<file path="config.mk">
export PLATFORM = sky130hd
export DESIGN_NAME = pc_fetch_unit
export DESIGN_NICKNAME = d
export VERILOG_FILES = /design/src/rtl/rv_core_pkg.sv /design/src/rtl/pc_fetch_unit.sv
export SDC_FILE = /design/constraint.sdc
export NUM_CORES = 1
export LEC_CHECK = 0
export CAP_MARGIN = 15
export CORE_UTILIZATION = 39
export CTS_BUF_LIST = sky130_fd_sc_hd__clkbuf_16
export DETAILED_ROUTE_END_ITERATION = 12
export PLACE_DENSITY = 0.89
export SLEW_MARGIN = 0
export SYNTH_ARGS = -nofsm -noshare
export SYNTH_HDL_FRONTEND = slang
export SYNTH_SLANG_ARGS = --single-unit
</file>
<file path="constraint.sdc">
create_clock -name clk -period 2 [get_ports clk]
set_clock_uncertainty 0.05 [all_clocks]
set_input_delay 0.6 -clock clk [delete_from_list [all_inputs] [get_ports clk]]
set_output_delay 0.6 -clock clk [all_outputs]
set_load 0.01 [all_outputs]
</file>
<file path="src/rtl/rv_core_pkg.sv">
// rv_core_pkg: shared constants and types for the RV32I core.
// Revision: 1.0
`default_nettype none

package rv_core_pkg;

  localparam int XLEN = 32;

  localparam logic [XLEN-1:0] NOP_INSTR            = 32'h0000_0013;
  localparam logic [XLEN-1:0] DEFAULT_RESET_VECTOR = 32'h0000_0000;

  typedef enum logic [1:0] {
    FETCH = 2'd0,
    ISSUE = 2'd1,
    TRAP  = 2'd2
  } pc_state_t;

  function automatic logic is_word_aligned(input logic [XLEN-1:0] addr);
    return addr[1:0] == 2'b00;
  endfunction

endpackage

`default_nettype wire

</file>
<file path="src/rtl/pc_fetch_unit.sv">
// pc_fetch_unit: PC register and fetch sequencer (FETCH -> ISSUE -> FETCH, sticky TRAP).
// Optional macro PC_FETCH_COUNT_EN adds fetch_count_o. Revision: 1.0
`default_nettype none

module pc_fetch_unit #(
  parameter logic [rv_core_pkg::XLEN-1:0] RESET_VECTOR = rv_core_pkg::DEFAULT_RESET_VECTOR,
  parameter logic [rv_core_pkg::XLEN-1:0] NOP_INSTR    = rv_core_pkg::NOP_INSTR
) (
  input  logic        clk,
  input  logic        rst,
  output logic [31:0] pc_o,
  input  logic [31:0] pc_plus4_i,
  output logic        imem_req_o,
  output logic [31:0] imem_addr_o,
  input  logic        imem_ready_i,
  input  logic [31:0] imem_rdata_i,
  output logic [31:0] instr_o,
  output logic        instr_valid_o,
  input  logic        stall_i,
  input  logic        redirect_i,
  input  logic [31:0] redirect_target_i,
  output logic        trap_o,
  output logic [31:0] trap_addr_o
`ifdef PC_FETCH_COUNT_EN
  ,
  output logic [31:0] fetch_count_o
`endif
);

  import rv_core_pkg::*;

  pc_state_t   r_state;
  logic [31:0] r_pc;
  logic [31:0] r_instr;
  logic        r_valid;
  logic        r_trap;
  logic [31:0] r_trap_addr;

  pc_state_t   w_state_nxt;
  logic [31:0] w_pc_nxt;
  logic [31:0] w_instr_nxt;
  logic        w_valid_nxt;
  logic        w_trap_nxt;
  logic [31:0] w_trap_addr_nxt;

  always_ff @(posedge clk) begin
    if (rst) begin
      r_state     <= FETCH;
      r_pc        <= RESET_VECTOR;
      r_instr     <= NOP_INSTR;
      r_valid     <= 1'b0;
      r_trap      <= 1'b0;
      r_trap_addr <= '0;
    end else begin
      r_state     <= w_state_nxt;
      r_pc        <= w_pc_nxt;
      r_instr     <= w_instr_nxt;
      r_valid     <= w_valid_nxt;
      r_trap      <= w_trap_nxt;
      r_trap_addr <= w_trap_addr_nxt;
    end
  end

  always_comb begin
    w_state_nxt     = r_state;
    w_pc_nxt        = r_pc;
    w_instr_nxt     = r_instr;
    w_valid_nxt     = r_valid;
    w_trap_nxt      = r_trap;
    w_trap_addr_nxt = r_trap_addr;
    case (r_state)
      FETCH: begin
        if (imem_ready_i) begin
          w_instr_nxt = imem_rdata_i;
          w_valid_nxt = 1'b1;
          w_state_nxt = ISSUE;
        end
      end
      ISSUE: begin
        // Stall wins over redirect; the redirect is held upstream until it clears.
        if (!stall_i) begin
          w_valid_nxt = 1'b0;
          w_instr_nxt = NOP_INSTR;
          if (!redirect_i) begin
            w_pc_nxt    = pc_plus4_i;
            w_state_nxt = FETCH;
          end else if (is_word_aligned(redirect_target_i)) begin
            w_pc_nxt    = redirect_target_i;
            w_state_nxt = FETCH;
          end else begin
            w_trap_nxt      = 1'b1;
            w_trap_addr_nxt = redirect_target_i;
            w_state_nxt     = TRAP;
          end
        end
      end
      TRAP: begin
        w_state_nxt = TRAP;
      end
      default: begin
        w_state_nxt = FETCH;
      end
    endcase
  end

  assign pc_o          = r_pc;
  assign imem_addr_o   = r_pc;
  assign imem_req_o    = (r_state == FETCH) && !rst;
  assign instr_o       = r_instr;
  assign instr_valid_o = r_valid;
  assign trap_o        = r_trap;
  assign trap_addr_o   = r_trap_addr;

`ifdef PC_FETCH_COUNT_EN
  logic [31:0] r_fetch_count;

  always_ff @(posedge clk) begin
    if (rst) begin
      r_fetch_count <= '0;
    end else if ((r_state == FETCH) && imem_ready_i) begin
      r_fetch_count <= r_fetch_count + 32'd1;
    end
  end

  assign fetch_count_o = r_fetch_count;
`endif

endmodule

`default_nettype wire

</file>
==> flow_summary.json <==
{
  "crit_end": "imem_addr_o[30]",
  "final_area_sq_mm": 0.00673,
  "gp_congestion": 0.884,
  "number_of_sinks_driven_by_the_clock_tree": 100,
  "power.ir.vdd_worst_v": 0.000430,
  "detailed_place_hpwl_mm": 9.46,
  "worstRegToRegCells": 5,
  "cts_made_buffers": 9,
  "main_area_contributors_after_synthesis": "sky130_fd_sc_hd__dfxtp_1, sky130_fd_sc_hd__mux2i_1, sky130_fd_sc_hd__a32o_1, sky130_fd_sc_hd__buf_4, sky130_fd_sc_hd__nand2_1",
  "initial_utilization": 0.405,
  "clk_transition_reported_paths_ns": 0.08,
  "cts_htree_levels": 3,
  "run_status": "completed",
  "clkLatencyLatePin_ns": 0.33,
  "drt_pass1_iterations": 5,
  "finalSetupViolations": 0,
  "grt_setup_unrepaired": "no",
  "biggest_cell_delay_along_the_critical_path_ns": 0.57,
  "die-height_um": 106,
  "standard_cell_rows": 37,
  "grt_pass1_wl_mm": 20.0,
  "critical_path.reg2reg.endpoint": "trap_addr_o[17]",
  "critical_path.slowest_cell": "sky130_fd_sc_hd__clkdlybuf4s50_1",
  "cell_area_placed_sq_mm": 0.00643,
  "critical_path.top_delay_family": "buffers and inverters",
  "power.leakage_uw": 0.00244,
  "final_util": 0.649,
  "fin_setup_tns_ns": 0,
  "synth.yosys.seq_area_share": 0.477,
  "postSynthCellCount": 421,
  "reg2reg_slack_ns": 0.33,
  "min_path_cells": 2,
  "core_region_area_sq_mm": 0.0104,
  "yosysUniqueCellTypes": 27,
  "io-pin-count": 232,
  "mappedNetlistNets": 522,
  "grt.total_usage": 0.225,
  "vias_in_the_first_global_route": 3899,
  "die_area_sq_mm": 0.0112,
  "final_layout_size_suffix_gt1_frac": 0.0619,
  "critical_path_peak_fanout": 3,
  "grt_antenna_before_repair": 0,
  "nNetsFinal": 710,
  "clock_tree.buffer_depth": 2,
  "critPathBufInv": 1,
  "maximum_number_of_pins_on_one_net_before_global_route_repair": 79,
  "critical_path.startpoint": "imem_addr_o[30]",
  "synth_warnings": 0,
  "area_delta_synth_final_pct": 60.2,
  "n_antenna_cell": 0,
  "synth_area_sq_mm": 0.00420,
  "overflow": 0,
  "postCtsSetupBuffers": 0,
  "worst_setup_path_start_kind": "register",
  "timing_max_transition_violations_final": 0,
  "final_antenna_net_count": 0,
  "crit-reg2reg-launch": "r_state[0]",
  "viasPerCell": 5.18,
  "die_x_extent_um": 106,
  "finalCriticalPeriod_ns": 1.95,
  "cells_after_dpl": 734,
  "post-route-drc-count": 0,
  "routed-via-count": 3886,
  "crit_path_end_kind": "output pin",
  "netlist.area_leader.share": 0.477,
  "synthesis.area_per_instance_sq_um": 9.98,
  "yosys_register_bits": 100,
  "timing.hold.worst.class": "reg2reg",
  "final.period_utilization": 0.975,
  "path_class": "reg2out",
  "worst_slew_margin_rel": 0.655,
  "synthDominantAreaCellType": "sky130_fd_sc_hd__dfxtp_1",
  "maxCapViolCount": 0,
  "cts_hold_buf": 0,
  "final_hold_viol_count": 0,
  "max_frequency_mhz": 513,
  "critical_path_arrival_ns": 1.30,
  "cts_tree": "yes",
  "buffer_type_at_the_clock_tree_root": "sky130_fd_sc_hd__clkbuf_16",
  "cp_cell_sequence": "clkdlybuf4s50_1",
  "wl_per_cell_um": 17.3,
  "worstSetupPathDepth": 1,
  "finalWirelength_mm": 12.9,
  "final_cell_count_no_fill": 750,
  "power.density_cell_area_mw_per_mm2": 709,
  "max_slew.worst_pin.slew_ns": 0.517,
  "critPathRequiredTime_ns": 1.35,
  "io_buffers": 231,
  "detail_route.iter0.violations": 188
}
==> metal layers <==
layer	global-route usage	vias up	share of wire
met2	0.391	173	0.50
met1	0.266	1832	0.41
met5	0	-	0
li1	-	1856	-
met4	0.0823	0	0.024
met3	0.0581	25	0.072
==> power breakdown <==
part | total (uW) | internal (uW) | switching [uW]
sequential | 2140 | 2080 | 60.9
combinational | 874 | 512 | 362
clock | 1750 | 980 | 773
total | 4770 | 3570 | 1200
==> cell usage in the layout (no fill, tap or decap) <==
master                            instances
sky130_fd_sc_hd__o21ai_2                  1
sky130_fd_sc_hd__inv_6                    2
sky130_fd_sc_hd__clkinvlp_4               1
sky130_fd_sc_hd__o21a_1                   2
sky130_fd_sc_hd__clkinv_1                 2
sky130_fd_sc_hd__a21oi_1                 31
sky130_fd_sc_hd__inv_8                    1
sky130_fd_sc_hd__o2bb2ai_1                2
sky130_fd_sc_hd__clkbuf_16                9
sky130_fd_sc_hd__nand2b_1                 2
sky130_fd_sc_hd__nor3_1                   4
sky130_fd_sc_hd__nor3b_4                  1
sky130_fd_sc_hd__o21ai_0                  3
sky130_fd_sc_hd__buf_12                   5
sky130_fd_sc_hd__bufinv_16                1
sky130_fd_sc_hd__dfxtp_1                100
sky130_fd_sc_hd__buf_4                   13
sky130_fd_sc_hd__and2_1                   2
sky130_fd_sc_hd__a21o_1                   1
sky130_fd_sc_hd__nand3_1                  2
sky130_fd_sc_hd__nand2_1                 63
sky130_fd_sc_hd__a32o_1                  29
sky130_fd_sc_hd__nor2b_1                  4
sky130_fd_sc_hd__buf_2                    2
sky130_fd_sc_hd__a211oi_1                31
sky130_fd_sc_hd__nand4b_1                 2
sky130_fd_sc_hd__o21bai_1                 1
sky130_fd_sc_hd__dlygate4sd2_1            1
sky130_fd_sc_hd__inv_2                    1
sky130_fd_sc_hd__o211a_2                  1
sky130_fd_sc_hd__clkdlybuf4s50_1        228
sky130_fd_sc_hd__nor2_1                   3
sky130_fd_sc_hd__mux2i_1                 63
==> worst min-delay path by stage <==
stage	from	endpoint	slack, ns
final	trap_addr_o[16]	trap_addr_o[16]	0.41
after global routing	trap_addr_o[16]	trap_addr_o[16]	0.43
after CTS	trap_addr_o[16]	trap_addr_o[16]	0.41
after detailed placement	trap_addr_o[16]	trap_addr_o[16]	0.40
after global placement	trap_addr_o[23]	trap_addr_o[23]	0.39
after floorplan	trap_addr_o[10]	trap_addr_o[10]	0.43
==> cell families after synthesis <==
group | count (synthesis) | synth area share
AOI/OAI and AO/OA | 102 | 0.180
DFF | 100 | 0.477
muxes | 63 | 0.150
and+or+nand+nor | 83 | 0.0867
buffers and inverters | 73 | 0.107
==> Yosys cell counts <==
| master | number |
|---|---|
| sky130_fd_sc_hd__a21oi_1 | 31 |
| sky130_fd_sc_hd__buf_1 | 1 |
| sky130_fd_sc_hd__o21ai_0 | 3 |
| sky130_fd_sc_hd__o21ai_1 | 1 |
| sky130_fd_sc_hd__mux2i_1 | 63 |
| sky130_fd_sc_hd__and2_1 | 2 |
| sky130_fd_sc_hd__buf_6 | 3 |
| sky130_fd_sc_hd__o21a_1 | 2 |
| sky130_fd_sc_hd__nand4b_1 | 2 |
| sky130_fd_sc_hd__nor2_1 | 3 |
| sky130_fd_sc_hd__nor2b_1 | 4 |
| sky130_fd_sc_hd__o21bai_1 | 1 |
| sky130_fd_sc_hd__clkbuf_1 | 19 |
| sky130_fd_sc_hd__a211oi_1 | 31 |
| sky130_fd_sc_hd__buf_4 | 36 |
| sky130_fd_sc_hd__o2bb2ai_1 | 2 |
| sky130_fd_sc_hd__nor3b_4 | 1 |
| sky130_fd_sc_hd__inv_2 | 1 |
| sky130_fd_sc_hd__nand2_1 | 63 |
| sky130_fd_sc_hd__nand3_1 | 2 |
| sky130_fd_sc_hd__a21o_1 | 1 |
| sky130_fd_sc_hd__dfxtp_1 | 100 |
| sky130_fd_sc_hd__nand2b_1 | 2 |
| sky130_fd_sc_hd__o211a_1 | 1 |
| sky130_fd_sc_hd__a32o_1 | 29 |
| sky130_fd_sc_hd__nor3_1 | 4 |
| sky130_fd_sc_hd__buf_2 | 13 |
==> cell type report <==
cell class	instances	area [sq um]
Inverter	1	3.75
Fill cell	831	3640
Clock inverter	7	73.8
Clock buffer	9	225
Sequential cell	100	2000
Timing Repair Buffer	249	2500
Multi-Input combinational cell	248	1750
Tap cell	136	170
==> flip-flops by register name, indices dropped and copies added, names as in the netlist <==
register and flops:
r_state 2, trap_addr_o 32, instr_o 32, imem_addr_o 32
instr_valid_o 1, trap_o 1
==> timing repair <==
| action | in CTS | in global routing |
|---|---|---|
| gates resized for setup | 1 | 0 |
| hold endpoints to repair | 0 | 0 |
| endpoints found under the setup margin | 1 | 0 |
==> per-stage QoR <==
step | setup WS, ns | hold slack (ns) | power [uW]
after floorplan | 0.180 | 0.429 | 2560
after global placement | -0.137 | 0.392 | 3040
after detailed placement | -0.246 | 0.401 | 3060
after CTS | 0.0371 | 0.415 | 4810
after global routing | 0.00321 | 0.431 | 4970
final | 0.0492 | 0.414 | 4770
Power figures use the tool's default switching activity.
